**src/rtl/matrix_operand_loader.sv**
```systemverilog
// Operand loader for the element-wise matrix ALU: fills banks A and B from a
// row-major byte stream and hands the completed pair downstream.
module matrix_operand_loader #(
   parameter int TAMANHO = 5,
   parameter int WIDTH   = 8
) (
   input  logic                                clk,
   input  logic                                rst_n,
   input  logic                                flush,
   input  logic [2:0]                          cfg_size,
   input  logic                                in_valid,
   output logic                                in_ready,
   input  logic [WIDTH-1:0]                    in_data,
   output logic [TAMANHO*TAMANHO*WIDTH-1:0]    mat_a,
   output logic [TAMANHO*TAMANHO*WIDTH-1:0]    mat_b,
   output logic [2:0]                          act_size,
   output logic                                out_valid,
   input  logic                                out_ready
);

   localparam int         BUS_W    = TAMANHO * TAMANHO * WIDTH;
   localparam logic [2:0] MAX_SIZE = 3'(TAMANHO);

   typedef enum logic [1:0] {
      LOAD_A,
      LOAD_B,
      FULL
   } state_t;

   state_t             r_state;
   state_t             w_next_state;
   logic [2:0]         r_row;
   logic [2:0]         r_col;
   logic [2:0]         w_next_row;
   logic [2:0]         w_next_col;
   logic [2:0]         r_act_size;
   logic               r_in_ready;
   logic               r_out_valid;
   logic [BUS_W-1:0]   r_mat_a;
   logic [BUS_W-1:0]   r_mat_b;

   logic               w_xfer;
   logic               w_first;
   logic               w_store;
   logic [2:0]         w_cfg_clamped;
   logic [2:0]         w_size;
   logic               w_last_col;
   logic               w_last_row;
   logic [5:0]         w_idx;

   assign in_ready  = r_in_ready;
   assign out_valid = r_out_valid;
   assign act_size  = r_act_size;
   assign mat_a     = r_mat_a;
   assign mat_b     = r_mat_b;

   assign w_xfer  = in_valid && r_in_ready;
   assign w_first = w_xfer && (r_state == LOAD_A) && (r_row == 3'd0) && (r_col == 3'd0);
   // flush wins over a coincident transfer: the element is dropped.
   assign w_store = w_xfer && !flush;

   assign w_cfg_clamped = (cfg_size == 3'd0)    ? 3'd1     :
                          (cfg_size > MAX_SIZE) ? MAX_SIZE : cfg_size;
   // The first A element must already walk with the newly sampled size.
   assign w_size     = w_first ? w_cfg_clamped : r_act_size;
   assign w_last_col = (r_col == w_size - 3'd1);
   assign w_last_row = (r_row == w_size - 3'd1);
   assign w_idx      = 6'(r_row) * 6'(TAMANHO) + 6'(r_col);

   always_comb begin
      // NOTE: every combinational output gets a default first so no path can infer a latch.
      w_next_state = r_state;
      w_next_row   = r_row;
      w_next_col   = r_col;
      if (flush) begin
         w_next_state = LOAD_A;
         w_next_row   = 3'd0;
         w_next_col   = 3'd0;
      end else begin
         case (r_state)
            LOAD_A, LOAD_B: begin
               if (w_xfer) begin
                  if (w_last_col) begin
                     w_next_col = 3'd0;
                     if (w_last_row) begin
                        w_next_row   = 3'd0;
                        w_next_state = (r_state == LOAD_A) ? LOAD_B : FULL;
                     end else begin
                        w_next_row = r_row + 3'd1;
                     end
                  end else begin
                     w_next_col = r_col + 3'd1;
                  end
               end
            end
            FULL: begin
               if (out_ready) begin
                  w_next_state = LOAD_A;
               end
            end
            default: begin
               w_next_state = LOAD_A;
               w_next_row   = 3'd0;
               w_next_col   = 3'd0;
            end
         endcase
      end
   end

   // NOTE: sequential state uses non-blocking assignments so every register samples pre-edge values.
   always_ff @(posedge clk or negedge rst_n) begin
      if (!rst_n) begin
         r_state     <= LOAD_A;
         r_row       <= 3'd0;
         r_col       <= 3'd0;
         r_in_ready  <= 1'b0;
         r_out_valid <= 1'b0;
         r_act_size  <= MAX_SIZE;
      end else begin
         r_state     <= w_next_state;
         r_row       <= w_next_row;
         r_col       <= w_next_col;
         r_in_ready  <= (w_next_state != FULL);
         r_out_valid <= (w_next_state == FULL);
         if (w_first && !flush) begin
            r_act_size <= w_cfg_clamped;
         end
      end
   end

   // NOTE: the banks are architecturally visible after reset, so unlike a plain RAM they are reset.
   always_ff @(posedge clk or negedge rst_n) begin
      if (!rst_n) begin
         r_mat_a <= '0;
         r_mat_b <= '0;
      end else if (w_store) begin
         // The clear and the first write share an edge; the later write wins.
         if (w_first) begin
            r_mat_a <= '0;
            r_mat_b <= '0;
         end
         if (r_state == LOAD_A) begin
            r_mat_a[w_idx*WIDTH +: WIDTH] <= in_data;
         end else if (r_state == LOAD_B) begin
            r_mat_b[w_idx*WIDTH +: WIDTH] <= in_data;
         end
      end
   end

endmodule

```
**config.mk**
```make
export PLATFORM = sky130hd
export DESIGN_NAME = matrix_operand_loader
export DESIGN_NICKNAME = d
export VERILOG_FILES = /design/src/rtl/matrix_operand_loader.sv
export SDC_FILE = /design/constraint.sdc
export NUM_CORES = 1
export LEC_CHECK = 0
export BUFFER_PORTS_ARGS = -buffer_cell sky130_fd_sc_hd__buf_2
export CAP_MARGIN = 20
export CORE_MARGIN = 2
export CORE_UTILIZATION = 40
export DETAILED_ROUTE_END_ITERATION = 10
export PLACE_DENSITY = 0.65
export SYNTH_ARGS = -nofsm -noshare
export SYNTH_HDL_FRONTEND = slang
export SYNTH_SLANG_ARGS = --single-unit
```
**constraint.sdc**
```tcl
create_clock -name clk -period 3.8 [get_ports clk]
set_input_delay 0.38 -clock clk [delete_from_list [all_inputs] [get_ports clk]]
set_output_delay 0.38 -clock clk [all_outputs]
set_load 0.005 [all_outputs]
```
Word level (Yosys, flattened, before mapping)
Cells that the tools add are included.
{"block": "totals", "ff_bits": 413, "out_inout_bits": 405, "elab_cells": 68}
{"block": "op_classes", "n_addsub": 5, "mul": 1, "order_cmp": 1, "n_eq_ne": 9, "shift": 2, "mux": 28, "reduce_logical": 14}
{"op": "2-to-1 mux 200 bit", "n": 7}
{"op": "bitwise mux 200 bit", "n": 2}
{"op": "variable shift 8 x 34 -> 200 bit, first input constant", "n": 1}
{"op": "indexed part select 8 x 34 -> 200 bit", "n": 1}
{"op": "negation 9 -> 34 bit", "n": 1}
{"op": "2-to-1 mux 3 bit", "n": 10}
{"op": "2-to-1 mux 2 bit", "n": 6}
{"op": "one-hot mux 3 bit (2 select lines)", "n": 2}
{"op": "zero test 3 bit", "n": 3}
{"op": "adder 3 x 1 -> 3 bit, second input constant", "n": 2}
{"op": "adder 6 x 3 -> 6 bit", "n": 1}
{"op": "== test 3 bit", "n": 2}
{"op": "logical AND 1 bit", "n": 6}
{"op": "multiplier 3 x 3 -> 6 bit, second input constant", "n": 1}
{"op": "!= test 3 bit, second input constant", "n": 2}
{"op": "== test 2 bit, second input constant", "n": 2}
{"op": "!= test 2 bit, second input constant", "n": 2}
{"op": "one-hot mux 2 bit (2 select lines)", "n": 1}
{"op": "greater-than comparator 3 bit, second input constant", "n": 1}
{"op": "AND reduction 3 bit", "n": 1}
{"op": "subtractor 3 x 1 -> 3 bit, second input constant", "n": 1}
{"op": "== test 2 x 1 -> 1 bit, second input constant", "n": 1}
{"op": "zero test 2 bit", "n": 1}
{"op": "AND reduction 2 bit", "n": 1}
{"op": "other kinds (2)", "n": 2}

Logic depth before layout (Yosys ltp)
Gate-level depths: netlist (run 1).
{"block": "logic_depth", "word_depth": 13, "ltp_mapped": 15}

Least setup slack after synthesis (run 1)
OpenSTA, ideal clock, no wires.
{"block": "synth_timing", "path_type": "register to register", "from": "register r_row[0]", "to": "register r_mat_b[126] (netlist: mat_b[126])", "setup_time_ns": 0.134, "arrival_ns": 3.558, "required_time_ns": 3.666, "path_slack_ns": 0.108, "stages_incl_launch_ff": 15, "path_buffers": 1, "synth_period_minus_slack_ns": 3.692, "path_cell_list": "dfrtp_1 > ha_1 > ha_1 > ha_1 > a21o_1 > a21oi_1 > xnor2_1 > nor3b_1 > ha_1 > or3b_4 > nor4_4 > nand2_1 > clkbuf_1 > nand3_1 > o21ai_0"}
{"block": "synth_between", "elab_chain_len": 8}
{"element": "from (decl)", "line": "32", "source": "logic [2:0] r_row;"}
{"element": "from (signal assigned)", "line": "121", "source": "r_row <= w_next_row;"}
{"element": "branches (longest 7 deep; another with negation 9 -> 34 bit)"}
{"element": "2-to-1 mux 200 bit *", "line": "142", "source": "if (r_state == LOAD_A) begin"}
{"element": "to (signal, indexed assignment)", "line": "145", "source": "r_mat_b[w_idx*WIDTH +: WIDTH] <= in_data;"}
{"element": "to (decl)", "line": "40", "source": "logic [BUS_W-1:0] r_mat_b;"}
Mark *: on every way between the ends. The select of a mux whose other input is x is not followed.
A chain may end at the register's enable or synchronous reset.

Worst setup path in the final report (run 1)
{"block": "layout_timing", "from": "register r_row[0]", "to": "register r_mat_a[126] (netlist: mat_a[126])"}
{"block": "layout_between", "elab_chain_len": 7}
{"element": "branches (longest 6 deep; another with negation 9 -> 34 bit)"}
{"element": "2-to-1 mux 200 bit *", "line": "142"}
{"element": "to (signal, indexed assignment)", "line": "143", "source": "r_mat_a[w_idx*WIDTH +: WIDTH] <= in_data;"}
{"element": "to (decl)", "line": "39", "source": "logic [BUS_W-1:0] r_mat_a;"}
Marks and branches as above.

==> results of run 1 <==
==> per-stage QoR <==
step | cells | hold WS (ns)
after global routing | 2601 | 0.0243
after global placement | 2521 | 0.476
after CTS | 2600 | 0.00494
after floorplan | 1623 | 0.0844
after detailed placement | 2521 | 0.485
final | 2601 | 0.0447
==> flip-flops by register name (all words and copies together), names as in the netlist <==
register,flops
act_size,3
in_ready,1
mat_a,200
mat_b,200
out_valid,1
r_col,3
r_row,3
r_state,2
==> what timing repair did <==
| item | 4_1_cts | 5_1_grt |
|---|---|---|
| pin swaps | 0 | 2 |
| gates resized for setup | 4 | 33 |
| setup buffers | 0 | 1 |
| hold endpoints to repair | 91 | 0 |
| hold buffers | 1 | 0 |
| endpoints found under the setup margin | 88 | 261 |
==> area by class of cell <==
class	instances	area, um^2	share of cell area
clock buffer	66	1280	0.0608
clock inverter	12	121	0.00574
inverter	16	60.1	0.00284
multi-input combinational	1070	5910	0.279
sequential	413	10300	0.489
tap	532	666	0.0315
timing repair buffer	492	2770	0.131
==> routing by layer <==
| layer | vias up | GRT usage |
|---|---|---|
| li1 | 6586 | - |
| met3 | 108 | 0.0533 |
| met4 | 0 | 0.0986 |
| met1 | 7091 | 0.343 |
| met5 | - | 0 |
| met2 | 532 | 0.420 |
==> kinds of logic (layout without fill, tap and decap cells) <==
kind of cell | count (synthesis) | in the layout | synth area share
AOI/OAI and AO/OA | 426 | 426 | 0.141
buffers and inverters | 140 | 586 | 0.0320
and+or+nand+nor | 609 | 609 | 0.180
DFF | 413 | 413 | 0.621
muxes | 6 | 6 | 0.00376
xor gates and xnor gates | 12 | 12 | 0.00880
adders and majority gates | 17 | 17 | 0.0132
==> power by group through the flow <==
| stage | clock (mW) | combinational (mW) | sequential (mW) |
|---|---|---|---|
| 5_1_grt | 4.48 | 3.86 | 4.86 |
| 6_report | 4.22 | 3.54 | 4.83 |
| 4_1_cts | 4.30 | 3.46 | 4.83 |
| 2_1_floorplan | 0 | 1.90 | 4.90 |
| 3_5_place_dp | 0 | 3.44 | 4.90 |
| 3_3_place_gp | 0 | 3.36 | 4.90 |
==> cells in the mapped netlist, types with 5 or more instances <==
| cell type | instances |
|---|---|
| o21ai_0 | 360 |
| buf_1 | 14 |
| a22o_1 | 32 |
| nand2b_1 | 8 |
| clkbuf_1 | 105 |
| nand3_1 | 374 |
| nor3_1 | 10 |
| a21oi_1 | 7 |
| buf_2 | 5 |
| ha_1 | 16 |
| nand2_1 | 159 |
| inv_1 | 16 |
| nor2_1 | 19 |
| dfrtp_1 | 411 |
| xnor2_1 | 5 |
| and2_1 | 5 |
| a21o_1 | 5 |
==> worst max-delay path: cells and delay by family, from the launching register on <==
family / cells / cell delay [ns]
compound gates: 3 / 0.49
fa+ha+maj: 4 / 1.22
buf+inv: 2 / 0.37
simple gates: 5 / 0.96
xor+xnor: 1 / 0.16
flops: 1 / 0.38
==> final timing paths <==
| kind | from | to | slack (ns) | cells past startpoint |
|---|---|---|---|---|
| setup / recovery | r_row[0] | mat_a[126] | 0.11 | 15 |
| hold / removal | out_ready | r_state[1] | 0.04 | 2 |
| setup reg to reg | r_row[0] | mat_a[126] | 0.11 | 15 |
| hold reg to reg | mat_a[71] | mat_a[71] | 0.49 | 2 |
| max in group asynchronous | rst_n | mat_b[165] | 2.21 | 4 |
| min in group asynchronous | rst_n | mat_a[124] | 0.44 | 2 |
==> results.ini, run 1 <==
[status]
status=completed

[synth]
yosysTopAreaCell=dfrtp_1
synthCells=1623
syn-cell-area_um2=16600
ys_ff_latch=413
ys_seq_area_frac=0.621
synth.top_cell.area_share=0.618
synth_fp_nets=1656
synth_edf_count=0
avgSynthCellArea_um2=10.3
synthDistinctLibCells=56
async_reset_ff_frac=1.00
ys_warn_count=0
dominantRegCellSynth=dfrtp_1
yosys-top-cells-area=dfrtp_1 62%, nand3_1 11%, o21ai_0 11%, nand2_1 3.6%, clkbuf_1 2.4%

[route]
wirelength_um=56800
drc=0
wl_met1_um=23800
vias=14300
top_layer=met4
ant_nets=0
drt_iter0_drc=1202
wl_met2_um=27400
dr.pass1.iters=6
via_per_inst=5.50
routedWlPerCell_um=21.8
routed-wl-met3_um=3460

[clock_network]
clk_pin_slew_ns=0.06
cts_sinks=413
htree_levels=2
clock_path_buffers=3
tritoncts=done
cts_buffers=44
ctsRootBufferMaster=clkbuf_16
clk_latency_ns=0.57

[power]
pwr-share-comb=0.281
switchingPower_mw=4.34
vdd_drop_max_mv=0.423
totalPowerFinal_mw=12.6
power_density_nw_per_um2=596
power_switching_share=0.345
p_leak_nw=10.8
seqPwrFrac=0.383
p_clk_frac=0.335
power.internal_mw=8.26

[floorplanning]
rows=74
die_y_um=208
die-area_um2=43200
start_util=0.407
coreArea_um2=40900
io_pins=421
die_w_um=208

[global_routing]
antenna_found_initial=0
grt_use_total=0.259
grt_pass1_wl_um=86700
grt_max_degree=148
grt_pass1_vias=14000
gr-total-overflow=0

[worst_setup_path]
crit_type=reg -> reg
critPathRequiredTime_ns=4.24
endpoint_kind=flip-flop
path_max_fanout=16
slowest_stage=or3b_4
path_cells=ha_1, ha_1, ha_1, a21o_1, a21oi_2, xnor2_1, nor3b_2, ha_1, or3b_4, nor4_4, buf_4, nand2_1, buf_12, nand3_1, o21ai_0
crit_top_cell=ha_1
cp-start-kind=flip-flop
arrival_ns=4.13
crit_path_max_incr_delay_ns=0.43

[sta]
setup_ws_ns=0.112
final_hold_viol_count=0
fin_setup_tns_ns=0
clock_skew_ns=0.0219
min_period_over_period=0.971
period_minus_slack_ns=3.69
max-slew-margin-rel=0.369
max_slew.worst_pin.slew_ns=0.943
maxSlewViolCount=0
max_freq_mhz=271
setup_viol=0

[final_layout]
fillers=3725
synthToLayoutAreaGrowth_pct=27.1
final_common_cell=buf_2
fin_nets=2070
fin_util=0.517
final_layout_size_suffix_gt1_frac=0.293
final_cell_mix=419 x buf_2, 411 x dfrtp_1, 374 x nand3_1
fin_area_um2=21100
antenna_cells=0

[hold_path]
hp-class=in -> reg

[placement]
port_buffers=420
placed_area_um2=19600
globalplace.congestion=0.859
dpl.hpwl_um=38900
dp_slack_ns=-0.0533

[flow_run]
maxCapViolCount=0

Note: power is estimated with default switching activity, not from simulation.
==> run 2: changes to the inputs <==
CTS_CLUSTER_DIAMETER = 50   (was default)
REMOVE_ABC_BUFFERS = 1   (was default)
==> run 2 against run 1 <==
Against the previous run: cell count is 0.54% higher; count of clock-buffer cells in the layout is 4 higher; sequential power hardly changed; via count is 0.71% higher; register-to-register slack worse by 0.05 ns; worst setup slack worse by 0.045 ns; critical path depth is 1 lower; critical path type unchanged.
==> results.ini, run 2 (synthesized netlist as in run 1, its figures left out) <==
[worst_setup_path]
cp-start-kind=flip-flop
reg2reg_from=r_row[0]
critPathLaunch=r_row[0]
reg2reg_slack_ns=0.07  ; -0.05 ns
reg2reg_depth=14  ; -1
path_max_fanout=16  ; unchanged
arrival_ns=4.16  ; +0.03 ns
crit_type=reg -> reg
crit_end=mat_b[116]
r2r_end=mat_b[116]
endpoint_kind=flip-flop
critPathRequiredTime_ns=4.23  ; about the same

[global_routing]
grt_pass1_vias=14100  ; +0.28%
gr-total-overflow=0  ; unchanged
grt_pass1_wl_um=85700  ; -1.2%
grt_max_degree=111  ; -25%
antenna_found_initial=0  ; unchanged
grt_use_total=0.254  ; -0.00428

[floorplanning]
die_y_um=208  ; unchanged
io_pins=421  ; unchanged
die_w_um=208  ; unchanged
rows=74  ; unchanged
coreArea_um2=40900  ; unchanged
die-area_um2=43200  ; unchanged
start_util=0.407  ; unchanged

[clock_network]
htree_levels=2  ; unchanged
ctsRootBufferMaster=clkbuf_16
clk_pin_slew_ns=0.06  ; about the same
tritoncts=done
clk_latency_ns=0.58  ; about the same
cts_sinks=413  ; unchanged
cts_buffers=48  ; +9.1%
clock_path_buffers=3  ; unchanged

[final_layout]
final_cell_mix=421 x buf_2, 411 x dfrtp_1, 374 x nand3_1
fillers=3716  ; -0.24%
final_layout_size_suffix_gt1_frac=0.302  ; +0.00859
synthToLayoutAreaGrowth_pct=29.1
final_common_cell=buf_2
antenna_cells=0  ; unchanged
fin_area_um2=21500  ; +1.6%
fin_nets=2080  ; +0.48%

[route]
routedWlPerCell_um=21.5  ; -1.6%
vias=14400  ; +0.71%
top_layer=met4
drt_iter0_drc=1172  ; -2.5%
wl_met2_um=26700  ; -2.8%
dr.pass1.iters=5  ; -1
wl_met1_um=23500  ; -1.5%
drc=0  ; unchanged
wirelength_um=56100  ; -1.1%
routed-wl-met3_um=3620  ; +4.7%
ant_nets=0  ; unchanged
via_per_inst=5.51  ; +0.17%

[sta]
setup_viol=0  ; unchanged
max_freq_mhz=268  ; -1.2%
period_minus_slack_ns=3.73  ; +0.0450 ns
final_hold_viol_count=0  ; unchanged
setup_ws_ns=0.0669  ; -0.0450 ns
max-slew-margin-rel=0.421  ; +0.0525
max_slew.worst_pin.slew_ns=0.865  ; -0.0784 ns
fin_setup_tns_ns=0  ; unchanged
timing.hold.ws_ns=0.0435  ; -0.00122 ns
maxSlewViolCount=0  ; unchanged
clock_skew_ns=0.0201  ; -0.00177 ns
min_period_over_period=0.982  ; +0.0118
rsz0062_at_grt=yes

[placement]
port_buffers=420  ; unchanged
placed_area_um2=19600  ; about the same
dpl.hpwl_um=38300  ; -1.5%
dp_slack_ns=-0.191  ; -0.138 ns
globalplace.congestion=0.855  ; -0.48%

[hold_path]
hp-class=in -> reg

[power]
power_density_nw_per_um2=617  ; +3.5%
p_leak_nw=11.1  ; +2.0%
vdd_drop_max_mv=0.373  ; -12%

[flow_run]
maxCapViolCount=0  ; unchanged

[status]
status=completed

## run 2: changes by cell type in the layout (fill, tap and decap cells not counted), sizes merged
cell	before	now
clkinv	8	6
bufinv	2	4
clkbuf	66	70
inv	18	21
clkinvlp	0	1
buf	491	497
## run 2: where the power goes
part	total (mW)	switching, mW	internal [mW]
Sequential	4.82	0.159	4.66
Clock	4.80	1.87	2.92
Combinational	3.63	2.43	1.21
Total	13.3	4.46	8.79
## run 2: cell type report
type	count	area [um^2]	share of cell area
clock inverter	16	220	0.0102
inverter	16	60.1	0.00280
tap	532	666	0.0310
timing repair buffer	498	2810	0.131
clock buffer	70	1450	0.0673
sequential	413	10300	0.481
multi-input combinational	1070	5950	0.277
## run 2: how the worst min path moves through the flow
stage               depth (start not counted)      start     endpoint
detailed placement                          1      rst_n    mat_b[24]
global route                                2  out_ready   r_state[1]
floorplan                                   0      rst_n  act_size[1]
finish                                      2  out_ready   r_state[1]
CTS                                         2  out_ready   r_state[1]
global placement                            1      rst_n   mat_b[158]
## run 2: what timing repair did
item                                   4_1_cts  5_1_grt
gates cloned                                 0        2
gates resized for setup                     13       32
hold buffers                                 1        0
endpoints found under the hold margin       84        0
pin swaps                                    0        7
setup endpoints to repair                  103      336
setup buffers                                0        4
## run 2: metal layers
metal | vias up | global-route usage
met2 | 579 | 0.404
met1 | 7095 | 0.340
met3 | 129 | 0.0495
met4 | 0 | 0.112
met5 | - | 0
li1 | 6615 | -
## run 2: worst max-delay path, cell delays in order, from the launching register on
cell and delay, ns:
dfrtp_1 0.38, ha_1 0.30, ha_1 0.33, ha_1 0.30
a21o_1 0.19, a21oi_2 0.17, xnor2_1 0.15, nor3b_2 0.07
ha_1 0.32, or3b_4 0.44, nor2_1 0.34, nand3b_1 0.14
buf_4 0.22, nand3_1 0.10, o21ai_0 0.13
## run 2: per-stage QoR
stage | utilization | cells | power, mW
floorplan | - | 1499 | 6.70
global placement | 0.479 | 2522 | 8.28
detailed placement | 0.479 | 2522 | 8.35
CTS | 0.521 | 2609 | 13.2
global route | 0.525 | 2615 | 13.9
finish | 0.525 | 2615 | 13.3
